<file path="src/rtl/imm_inst_encoder.sv">
// RV32I OP-IMM (I-type ALU) instruction encoder feeding a 2-entry output FIFO,
// with a start/run/done controller that bounds each run to MAX_WORDS words.

package imm_inst_encoder_pkg;

  localparam logic [4:0] ALU_NOP   = 5'd0;
  localparam logic [4:0] ALU_ADDI  = 5'd1;
  localparam logic [4:0] ALU_SLTI  = 5'd2;
  localparam logic [4:0] ALU_SLTIU = 5'd3;
  localparam logic [4:0] ALU_XORI  = 5'd4;
  localparam logic [4:0] ALU_ORI   = 5'd5;
  localparam logic [4:0] ALU_ANDI  = 5'd6;
  localparam logic [4:0] ALU_SLLI  = 5'd7;
  localparam logic [4:0] ALU_SRLI  = 5'd8;
  localparam logic [4:0] ALU_SRAI  = 5'd9;

  localparam logic [6:0]  OPCODE_OP_IMM = 7'b0010011;
  localparam logic [31:0] NOP_WORD      = 32'h0000_0013;

  typedef enum logic [1:0] {
    ST_IDLE,
    ST_RUN,
    ST_DONE
  } state_t;

  typedef struct packed {
    logic [31:0] instr;
    logic [31:0] addr;
    logic        illegal;
  } fifo_entry_t;

endpackage

module imm_inst_encoder
  import imm_inst_encoder_pkg::*;
#(
  parameter int unsigned MAX_WORDS = 16,
  parameter logic [31:0] BASE_ADDR = 32'h0000_0000
) (
  input  logic        clk,
  input  logic        reset,
  input  logic        start,
  input  logic        in_valid,
  output logic        in_ready,
  input  logic [4:0]  alu_control,
  input  logic [4:0]  rs1,
  input  logic [4:0]  rd,
  input  logic [11:0] imm,
  output logic        out_valid,
  input  logic        out_ready,
  output logic [31:0] instr,
  output logic [31:0] addr,
  output logic        illegal,
  output logic        busy,
  output logic        done,
  output logic [7:0]  err_count
);

  localparam logic [9:0] MAX_CNT = 10'(MAX_WORDS);

  state_t      state_q;
  fifo_entry_t slot_q [2];
  logic [1:0]  count_q, count_d;
  logic [9:0]  accepted_q, accepted_d;
  logic [31:0] addr_q;
  logic [7:0]  err_q;
  logic        busy_q, done_q;

  logic        push, pop, wr_idx;
  logic [31:0] enc_word;
  logic        enc_illegal;
  fifo_entry_t new_entry;

  always_comb begin
    // NOTE: defaults first so every path assigns both outputs and no latch is inferred.
    enc_word    = NOP_WORD;
    enc_illegal = 1'b0;
    case (alu_control)
      ALU_ADDI:  enc_word = {imm, rs1, 3'd0, rd, OPCODE_OP_IMM};
      ALU_SLTI:  enc_word = {imm, rs1, 3'd2, rd, OPCODE_OP_IMM};
      ALU_SLTIU: enc_word = {imm, rs1, 3'd3, rd, OPCODE_OP_IMM};
      ALU_XORI:  enc_word = {imm, rs1, 3'd4, rd, OPCODE_OP_IMM};
      ALU_ORI:   enc_word = {imm, rs1, 3'd6, rd, OPCODE_OP_IMM};
      ALU_ANDI:  enc_word = {imm, rs1, 3'd7, rd, OPCODE_OP_IMM};
      ALU_SLLI:  enc_word = {7'h00, imm[4:0], rs1, 3'd1, rd, OPCODE_OP_IMM};
      ALU_SRLI:  enc_word = {7'h00, imm[4:0], rs1, 3'd5, rd, OPCODE_OP_IMM};
      ALU_SRAI:  enc_word = {7'h20, imm[4:0], rs1, 3'd5, rd, OPCODE_OP_IMM};
      default:   enc_illegal = 1'b1;
    endcase
  end

  assign new_entry = '{instr: enc_word, addr: addr_q, illegal: enc_illegal};

  // Ready depends only on registered state, never on out_ready.
  assign in_ready  = (state_q == ST_RUN) && (count_q < 2'd2) && (accepted_q < MAX_CNT);
  assign out_valid = (count_q != 2'd0);
  assign push      = in_valid && in_ready;
  assign pop       = out_valid && out_ready;

  assign count_d    = count_q + {1'b0, push} - {1'b0, pop};
  assign accepted_d = accepted_q + {9'd0, push};
  // Slot 0 is always the head; an incoming word lands there if the head is leaving.
  assign wr_idx     = (count_q == 2'd0 || pop) ? 1'b0 : 1'b1;

  always_ff @(posedge clk) begin
    if (reset) begin
      state_q    <= ST_IDLE;
      busy_q     <= 1'b0;
      done_q     <= 1'b0;
      count_q    <= 2'd0;
      accepted_q <= 10'd0;
      addr_q     <= BASE_ADDR;
      err_q      <= 8'd0;
      // NOTE: the FIFO slots are reset as well, so instr/addr/illegal read zero after reset.
      slot_q[0]  <= '0;
      slot_q[1]  <= '0;
    end else begin
      // NOTE: non-blocking throughout so every register samples pre-edge values.
      count_q <= count_d;
      if (pop) begin
        slot_q[0] <= slot_q[1];
      end
      if (push) begin
        slot_q[wr_idx] <= new_entry;
        addr_q         <= addr_q + 32'd4;
        accepted_q     <= accepted_d;
        if (enc_illegal && err_q != 8'hFF) begin
          err_q <= err_q + 8'd1;
        end
      end
      case (state_q)
        ST_IDLE, ST_DONE: begin
          if (start) begin
            state_q    <= ST_RUN;
            busy_q     <= 1'b1;
            done_q     <= 1'b0;
            accepted_q <= 10'd0;
            err_q      <= 8'd0;
            addr_q     <= BASE_ADDR;
          end
        end
        ST_RUN: begin
          if (accepted_d == MAX_CNT && count_d == 2'd0) begin
            state_q <= ST_DONE;
            busy_q  <= 1'b0;
            done_q  <= 1'b1;
          end
        end
        default: begin
          state_q <= ST_IDLE;
          busy_q  <= 1'b0;
          done_q  <= 1'b0;
        end
      endcase
    end
  end

  assign instr     = slot_q[0].instr;
  assign addr      = slot_q[0].addr;
  assign illegal   = slot_q[0].illegal;
  assign busy      = busy_q;
  assign done      = done_q;
  assign err_count = err_q;

endmodule

</file>
<file path="config.mk">
export PLATFORM = sky130hd
export DESIGN_NAME = imm_inst_encoder
export DESIGN_NICKNAME = d
export VERILOG_FILES = /design/src/rtl/imm_inst_encoder.sv
export SDC_FILE = /design/constraint.sdc
export NUM_CORES = 1
export LEC_CHECK = 0
export CORE_ASPECT_RATIO = 1.5
export CORE_UTILIZATION = 45
export DETAILED_ROUTE_END_ITERATION = 6
export HOLD_SLACK_MARGIN = 0.05
export PLACE_DENSITY = 0.72
export SLEW_MARGIN = 30
export SYNTH_ARGS = -nofsm -noshare
export SYNTH_HDL_FRONTEND = slang
export SYNTH_SLANG_ARGS = --single-unit
</file>
<file path="constraint.sdc">
create_clock -name clk -period 10.2 [get_ports clk]
set_clock_uncertainty 0.2 [all_clocks]
set_input_delay 2.55 -clock clk [delete_from_list [all_inputs] [get_ports clk]]
set_output_delay 2.55 -clock clk [all_outputs]
set_load 0.01 [all_outputs]
</file>
# --- Yosys cells after proc, flatten, opt, wreduce, memory -nomap -nowiden ---
# Memory sizes are Yosys's and may differ from the RTL's.
# Index checks and enable logic that the tools add are counted.
# Widths: inputs -> output; s select.
totals:
  ff_bits: 56
  ram_bits: 130
  input_bits: 32
  out_inout_bits: 77
  elab_cells: 80
  mem_count: 1
memory_table:
  columns: ["memory", "depth", "word_bits", "rd", "rd_ports_with_merged_regs", "write_ports", "line", "text"]
  rows:
  - ["slot_q", 2, 65, 2, 0, 2, "62", "fifo_entry_t slot_q [2];"]
op_classes:
  add_sub_neg: 5
  order_cmp: 2
  n_eq_ne: 15
  n_mux: 34
  bitwise_logic: 1
  n_reduce_logical: 15
op_table:
  columns: ["cell", "count"]
  rows:
  - ["$pmux 32 s9", 1]
  - ["$mux 65", 2]
  - ["$mux 32", 3]
  - ["$reduce_or 65->1", 1]
  - ["$add 32x3->32 const B", 1]
  - ["$mux 8", 4]
  - ["$mux 10", 3]
  - ["$eq 5x3->1 const B", 4]
  - ["$mux 1", 16]
  - ["$add 10x1->10", 1]
  - ["$eq 10x5->1 const B", 1]
  - ["$eq 5x2->1 const B", 2]
  - ["$eq 5x4->1 const B", 2]
  - ["$lt 10x5->1 const B", 1]
  - ["$reduce_or 9->1", 1]
  - ["$add 8x1->8 const B", 1]
  - ["$ne 8x8->1 const B", 1]
  - ["$logic_and 1x1->1", 6]
  - ["$logic_not 2->1", 3]
  - ["$eq 5x1->1 const B", 1]
  - ["$mux 2", 2]
  - ["$pmux 1 s2", 2]
  - ["$pmux 2 s2", 1]
  - ["$add 2x1->2", 1]
  - ["11 further kinds", 11]

# --- Logic depth before layout (Yosys ltp) ---
# Gate-level depths: netlist of run 1.
depth:
  word_depth: 10
  depth_mapped: 11
  mapped_depth_nobuf: 11

# --- Worst setup path before layout of run 1 ---
# No wires, ideal clock.
synth_timing:
  path_type: "input port to flip-flop"
  from: "input port in_valid"
  to: "memory slot_q[0][0] (netlist bit), enable pin"
  setup_ns: 0.417
  arrival_time_ns: 4.977
  required_ns: 9.583
  setup_slack_ns: 4.606
  path_stages: 3
  n_path_buf: 0
  path_cell_list: "or4b_4 -> nor4_1 -> or3_1"
synth_rtl:
  columns: ["item", "line", "text"]
  rows:
  - ["start, declared", "43", "input logic in_valid,"]
  - ["end, declared", "62", null]

# --- Worst setup path in the final report of run 1 ---
layout_timing:
  from: "input port in_valid"
  to: "register busy_q, in the netlist busy"
layout_via:
  elab_chain_cells: 7
  elab_cells_between_ends: 9
  cone_classes: "add/sub: 3; eq/ne: 2; reduce/logical: 4"
layout_rtl:
  columns: ["item", "line", "text"]
  rows:
  - ["$logic_and 1x1->1 *", "97", "assign push = in_valid && in_ready;"]
  - ["branches (longest 3 deep; another with $add 10x1->10)", null, null]
  - ["$logic_and 1x1->1 *", "143", "if (accepted_d == MAX_CNT && count_d == 2'd0) begin"]
  - ["$ne 2x1->1 (no source line) *", null, null]
  - ["$reduce_and 2->1 (no source line) *", null, null]
  - ["end signal, assigned", "135", "busy_q <= 1'b1;"]
  - ["end signal, assigned", "145", "busy_q <= 1'b0;"]
  - ["end signal, assigned", "151", "busy_q <= 1'b0;"]
  - ["end, declared", "67", "logic busy_q, done_q;"]
# Every way passes the cells marked *.
# A chain may end at the register's enable or synchronous reset.

==> summary.txt, run 1 <==
most frequent cells in the layout - edfxtp_1, clkdlybuf4s50_1, nand2_1
routed via count - 5,639
yosys warns - 0
vias in the first global route - 5,412
starting density of the core - 46.1%
PwrDens - 181 nW/um^2
Bufs and invs on worst path - 2
final hold slack - 273 ps
H-tree lvl count - 4
1st-pass router iterations - 5
Clk network pwr share - 36.8%
Die ar. - 17,200 sq um
Clk Latency, worst-skew pair - 430 ps
total power - 1.69 mW
main combinational cell family by area after synthesis - simple AND/OR/NAND/NOR gates
clock slew at reported path FFs - 70 ps
Seq pwr share - 48.5%
post-layout min period - 5660 ps
GRT Residual Overflow - 0
CP top delay family - simple AND/OR/NAND/NOR gates
slowest stage delay, CP - 500 ps
final std cells w/o fill - 1,039
top cells by area, synth - edfxtp_1, dfxtp_1, nand3_1
Final Hold Violating Endpoints - 0
CTS sink cnt - 169
final wirelength - 15.9 mm
Area after DPL - 8730 sq um
Rel. slew slack - 47.1%
Fin Setup TNS - 0 ps
outcome - finished, final reports clean
core area - 16,300 sq um
Root Buffer - clkbuf_16
synthesized-area fraction occupied by adder cells - 1.00%
CTS resizes - 0
crit end category - flop
post-synthesis mux area share - 0.267%
Post-DP HPWL - 10.5 mm
Slew Limit Fails - 0
Seq/Total Area, Yosys - 60.2%
CTS tree - done
WS Path Type - input pin to flop
final instance area - 9310 sq um
WL per Instance - 15.3 um
Int Power - 1.24 mW
Finish-stage setup viols - 0
Reg2Reg Setup Slack - 6660 ps
syn_area_per_cell - 10.3 sq um
final weighted congestion in routability-driven placement - 0.831
fillers - 1,426
arrival time worst endpoint - 5790 ps
Placed Cells - 1,007
row cnt - 57
slew at the pin closest to its max-slew limit - 794 ps
Yosys reg bits - 169
Critical Path, Cell by Cell - clkdlybuf4s50_1 > or4b_4 > nor3_1 > buf_4 > ha_1 > nand3_1 > or2_2 > a2111oi_0 > nand4b_1 > a32o_1
first-iteration detailed-routing DRC count - 324
Simple-Gate Fraction of Synth Area - 24.7%
type of origin of the critical path - input pin
Fmax - 0.177 GHz
VDD IR-drop max - 95.0 uV
via-per-instance ratio - 5.43
post-CTS setup repair buffer count - 0
total CTS buffers - 17
synthesized area - 7500 sq um
Post-synth top flop - edfxtp_1
slowest CP cell - or4b_4
initial antenna violation count - 0
Worst Hold Class - flop to flop
Worst Path Max Fanout - 11
final core utilization - 57.2%
largest net degree at the start of global routing - 90
Netlist cell types - 52
post-synth top area share - 45.3%
complex-gate fraction of the synthesized area - 6.86%
die height - 160 um
first-pass GRT wire length - 26.3 mm
Net Sw Power - 450 uW
Die Wd - 107 um
WP data required - 10,330 ps
Post-synth EDFFs - 113
number of routed nets with antenna violations - 0
IO Count - 109
share of layout cells above drive strength 1 - 7.80%
leading area contributor after synthesis - edfxtp_1
Setup WS pre-CTS - 4110 ps
clock tree buffer depth - 2
area added between synthesis and finish - 24.1%
static leakage - 3.24 nW
setup ws final - 4540 ps
All-Layer GR Usage - 19.5%
PortBufs - 104
RSZ-0062 raised after global routing - no
# DRC - 0
Logic pwr share - 14.7%
synthesized instance count - 731
sw frac - 26.7%
area of the multi-input gates - 2770 sq um
asr flop ratio synth - 0%
commonest non-fill, non-tap cell in the layout - edfxtp_1
fin crit share - 55.5%
Reg area - 4510 sq um
Hold Buf Count CTS - 0
max cap viols - 0
antenna fix cells - 0
XOR/XNOR Fraction of Synth Area - 3.27%
Final nets - 858
[final timing paths]
check	startpoint	end	depth (start not counted)
max	in_valid	busy$_SDFFE_PP0P_	10
min	addr_q[30]$_SDFF_PP0_	addr_q[30]$_SDFF_PP0_	2
max reg2reg	accepted_q[9]$_SDFF_PP0_	busy$_SDFFE_PP0P_	9
min reg2reg	addr_q[30]$_SDFF_PP0_	addr_q[30]$_SDFF_PP0_	2
[logic make-up after synthesis]
kind of cell / after synthesis
other: 1
muxes: 2
adders and majority gates: 6
buffers and inverters: 65
xor gates and xnor gates: 28
AOI/OAI and AO/OA: 87
DFF: 169
and+or+nand+nor: 373
[registers in the layout, indices dropped and copies added (netlist names)]
name	count
state_q	2
addr_q	30
done	1
count_q	2
err_count	8
accepted_q	10
slot_q	115
busy	1
[worst register-to-register path, stage by stage (launching register included)]
cell and delay [ps]:
dfxtp_1 370, or4b_4 590, nor3_1 280, buf_4 250, ha_1 270, nand3_1 160
or2_2 300, a2111oi_0 460, nand4b_1 240, a32o_1 310
[synth_stat cells (all sizes together) (3+ instances only)]
cell      n
a21oi    17
and2     31
and3      3
and4      7
buf      18
clkbuf   31
dfxtp    56
edfxtp  113
ha        6
inv      16
nand2   101
nand3    80
nand4    14
nand4b    3
nor2     77
nor2b     3
nor3     10
nor4     12
nor4b     4
o211ai    4
o21ai    46
o31ai     3
or2       5
or3       6
or4       8
xnor2    18
xor2     10
[layout make-up]
cell class                      count  share of cell area [%]
Multi-Input combinational cell    501                    29.8
Timing Repair Buffer              115                    12.1
Clock inverter                     15                    1.63
Inverter                           16                   0.645
Sequential cell                   169                    48.5
Clock buffer                       17                    4.57
Tap cell                          206                    2.77
[metal layers]
metal  share of wire [%]  wire length, um  up-vias  track usage, %
met5                   0                0        -               0
met4                 2.0              316        0            7.91
met3                 3.6              578       24            3.51
li1                    -                -     2784               -
met2                  53             8350      129            34.3
met1                  42             6630     2702            23.2
[power by group through the flow]
stage          clock network, mW  registers (mW)  logic (mW)
6_report                   0.620           0.819       0.248
5_1_grt                    0.657           0.824       0.270
4_1_cts                    0.628           0.819       0.252
3_5_place_dp                   0           0.834       0.250
3_3_place_gp                   0           0.833       0.247
2_1_floorplan                  0           0.853      0.0971
Power figures use the tool's default switching activity.
==> run 2: changes to the inputs <==
- clock period: 10.2 -> 5.85 ns (I/O delays scaled with it)
==> run 2 against run 1 <==
Sequential power is 75% higher; sequential share of layout area is 0.18 points lower; non-clock buffer count is 2 higher; register-to-register slack worse by 4500 ps; hold slack better by 1.9 ps; flip-flop and latch count stayed put.
==> summary.txt, run 2 (same netlist as run 1, synthesis figures left out) <==
first-iteration detailed-routing DRC count - 325
Hold Buf Count CTS - 0
via-per-instance ratio - 5.42
max reg flops - 115
H-tree lvl count - 4
crit end category - flop
slew at the pin closest to its max-slew limit - 879 ps
IO Count - 109
PortBufs - 104
final wirelength - 15.8 mm
antenna fix cells - 0
initial antenna violation count - 0
type of origin of the critical path - input pin
post-layout min period - 4690 ps
1st-pass router iterations - 5
final core utilization - 57.4%
vias in the first global route - 5,188
largest net degree at the start of global routing - 90
RSZ-0062 raised after global routing - no
area added between synthesis and finish - 24.6%
Worst Path Max Fanout - 9
Final Hold Violating Endpoints - 0
Worst Hold Class - flop to flop
setup ws final - 1160 ps
final instance area - 9340 sq um
VDD IR-drop max - 179 uV
GRT Residual Overflow - 0
arrival time worst endpoint - 4810 ps
Net Sw Power - 797 uW
fin crit share - 80.2%
share of layout cells above drive strength 1 - 7.90%
WL per Instance - 15.2 um
WP data required - 5960 ps
All-Layer GR Usage - 19.2%
die height - 160 um
post-CTS setup repair buffer count - 0
core area - 16,300 sq um
PwrDens - 318 nW/um^2
clock tree buffer depth - 2
CTS tree - done
Post-DP HPWL - 10.8 mm
CTS sink cnt - 169
Slew Limit Fails - 0
total CTS buffers - 17
final std cells w/o fill - 1,041
first-pass GRT wire length - 25.8 mm
routed via count - 5,643
CTS resizes - 0
Int Power - 2.17 mW
Area after DPL - 8740 sq um
Die ar. - 17,200 sq um
Root Buffer - clkbuf_16
Fmax - 0.213 GHz
Clk network pwr share - 37.3%
starting density of the core - 46.1%
Logic pwr share - 14.7%
commonest non-fill, non-tap cell in the layout - edfxtp_1
Seq pwr share - 48.0%
static leakage - 3.27 nW
Setup WS pre-CTS - 763 ps
row cnt - 57
sw frac - 26.9%
clock slew at reported path FFs - 70 ps
Rel. slew slack - 41.4%
Final nets - 860
Finish-stage setup viols - 0
Fin Setup TNS - 0 ps
max cap viols - 0
outcome - finished, final reports clean
WS Path Type - input pin to flop
Placed Cells - 1,009
number of routed nets with antenna violations - 0
top flop regs - slot_q x115, addr_q x30, accepted_q x10
final weighted congestion in routability-driven placement - 0.823
Clk Latency, worst-skew pair - 420 ps
Top reg by flops - slot_q
Die Wd - 107 um
most frequent cells in the layout - edfxtp_1, clkdlybuf4s50_1, nand2_1
# DRC - 0
-- run 2: stage by stage --
stage	hold slack, ps	power (mW)
2_1_floorplan	244	1.66
3_3_place_gp	253	1.88
3_5_place_dp	263	1.89
4_1_cts	273	3.00
5_1_grt	300	3.08
6_report	275	2.97
-- run 2: worst max-delay path, stage by stage --
cell	delay (ps)
clkdlybuf4s50_1	470
or4b_4	500
nor3_1	370
buf_4	250
ha_1	280
nand3_1	160
or2_2	300
a2111oi_0	460
nand4b_1	250
a32o_1	310
-- run 2: cell type report --
class,instances,area [sq um]
clock buffers,17,425
clock inverters,15,174
fillers,1442,6920
inverters,16,60.1
multi-input cells,501,2760
flip-flops and latches,169,4510
well taps,206,258
repair buffers,117,1150
-- run 2: path summary, 6_finish.rpt --
check / endpoint / startpoint / slack, ps / cells past startpoint
worst min register to register: addr_q[30]$_SDFF_PP0_ / addr_q[30]$_SDFF_PP0_ / 280 / 2
worst min-delay path: addr_q[30]$_SDFF_PP0_ / addr_q[30]$_SDFF_PP0_ / 280 / 2
worst max-delay path: state_q[0]$_SDFFE_PP0P_ / in_valid / 1160 / 10
worst max register to register: state_q[0]$_SDFFE_PP0P_ / accepted_q[9]$_SDFF_PP0_ / 2200 / 9
-- run 2: layer usage --
metal  vias up  wire, um  part of all wire (%)  track usage (%)
li1       2793         -                     -                -
met1      2689      6680                    42             23.8
met2       144      8340                    53             33.4
met3        17       555                   3.5             2.94
met4         0       211                   1.3             7.10
met5         -         0                     0                0
-- run 2: power by group through the flow --
| stage | clock network, mW | logic (mW) | registers, mW |
|---|---|---|---|
| 4_1_cts | 1.13 | 0.441 | 1.43 |
| 3_3_place_gp | 0 | 0.434 | 1.45 |
| 3_5_place_dp | 0 | 0.440 | 1.45 |
| 5_1_grt | 1.17 | 0.475 | 1.43 |
| 6_report | 1.11 | 0.435 | 1.43 |
| 2_1_floorplan | 0 | 0.169 | 1.49 |
==> patch: new RTL, settings of run 2 <==
Encoding of `state_t`: now one-hot (3 bits for 3 states).
--- a/src/rtl/imm_inst_encoder.sv
+++ b/src/rtl/imm_inst_encoder.sv
@@ -19,6 +19,6 @@
 
-  typedef enum logic [1:0] {
-    ST_IDLE,
-    ST_RUN,
-    ST_DONE
+  typedef enum logic [2:0] {
+    ST_IDLE = 3'b001,
+    ST_RUN  = 3'b010,
+    ST_DONE = 3'b100
   } state_t;
Behaviour: no difference found for any inputs over 4 cycles, from zero or initial values and one cycle with reset high; so few cycles prove little.
==> patch against run 2 <==
- worst hold slack worse by 0.00069 ns
- critical path type unchanged
- setup slack better by 0.49 ns
- cell area is 0.51% lower
- sequential cell count stayed put
- wire length is 0.78% higher
- power is 0.36% higher
- area after synthesis is 0.67% lower
==> patch: results (changes against run 2) <==
yosys.area_share.adder_pct: 1.008  # +0.0067 points
routedLengthMet1_mm: 6.225  # -6.9%
totalPowerFinal_mw: 2.978  # +0.36%
tightest_slew_ns: 0.9339  # +0.05514 ns
place_hpwl_mm: 11.11  # +2.6%
p_leak_nw: 3.309  # +1.1%
cpMaxStageDelayCell: "clkdlybuf4s50_1"
pre_cts_slack_ns: 1.199  # +0.4353 ns
grt_use_total_pct: 19.98  # +0.77 points
grt_pass1_wl_mm: 26.94  # +4.5%
slowest_delay_ns: 0.45  # -0.05 ns
met2_usage_pct: 36.33  # +2.9 points
drt_iter0_drc: 344  # +5.8%
cp_top_family: "buffers and inverters"
place_area_um2: 8681  # -0.70%
final_nets: 838  # -2.6%
routed_wirelength_mm: 15.91  # +0.78%
path_max_fanout: 32  # +23
status: "complete, no violations"
grt_max_degree: 58  # -36%
multi_input_area_um2: 2685  # -2.7%
use_met3_pct: 4.216  # +1.3 points
synth-xor-area-share_pct: 3.763  # +0.49 points
synth_compound_area_share_pct: 5.864  # -1.0 points
wl_met2_mm: 8.603  # +3.2%
grt_pass1_vias: 5631  # +8.5%
gp_congestion: 0.8375  # +1.8%
ir_drop_v: 0.0001889  # +5.4%
num-fill-cells: 1342  # -6.9%
avgSynthCellArea_um2: 10.44  # +1.8%
-- patch: changes by cell type after synthesis, moves of 5 or more --
cell,change
a21oi_1,-5
and2_1,+5
buf_1,-9
buf_2,+10
inv_1,-5
nand2_1,-6
nand3_1,-10
o21ai_0,-8
o21ai_1,+5
-- patch: final timing paths --
| path | start | endpoint | slack (ns) | depth (start not counted) |
|---|---|---|---|---|
| worst max-delay path | in_valid | slot_q[1][64] | 1.64 | 9 |
| worst min-delay path | slot_q[1][34] | slot_q[1][34] | 0.27 | 1 |
| worst max register to register | state_q[1] | slot_q[1][64] | 2.58 | 8 |
| worst min register to register | slot_q[1][34] | slot_q[1][34] | 0.27 | 1 |
-- patch: layout make-up --
cell class / instances / share of cell area [%]
sequential: 169 / 48.57
multi-input combinational: 483 / 28.89
timing repair buffer: 117 / 12.68
clock buffer: 17 / 4.577
tap: 206 / 2.773
clock inverter: 15 / 2.019
inverter: 12 / 0.4847
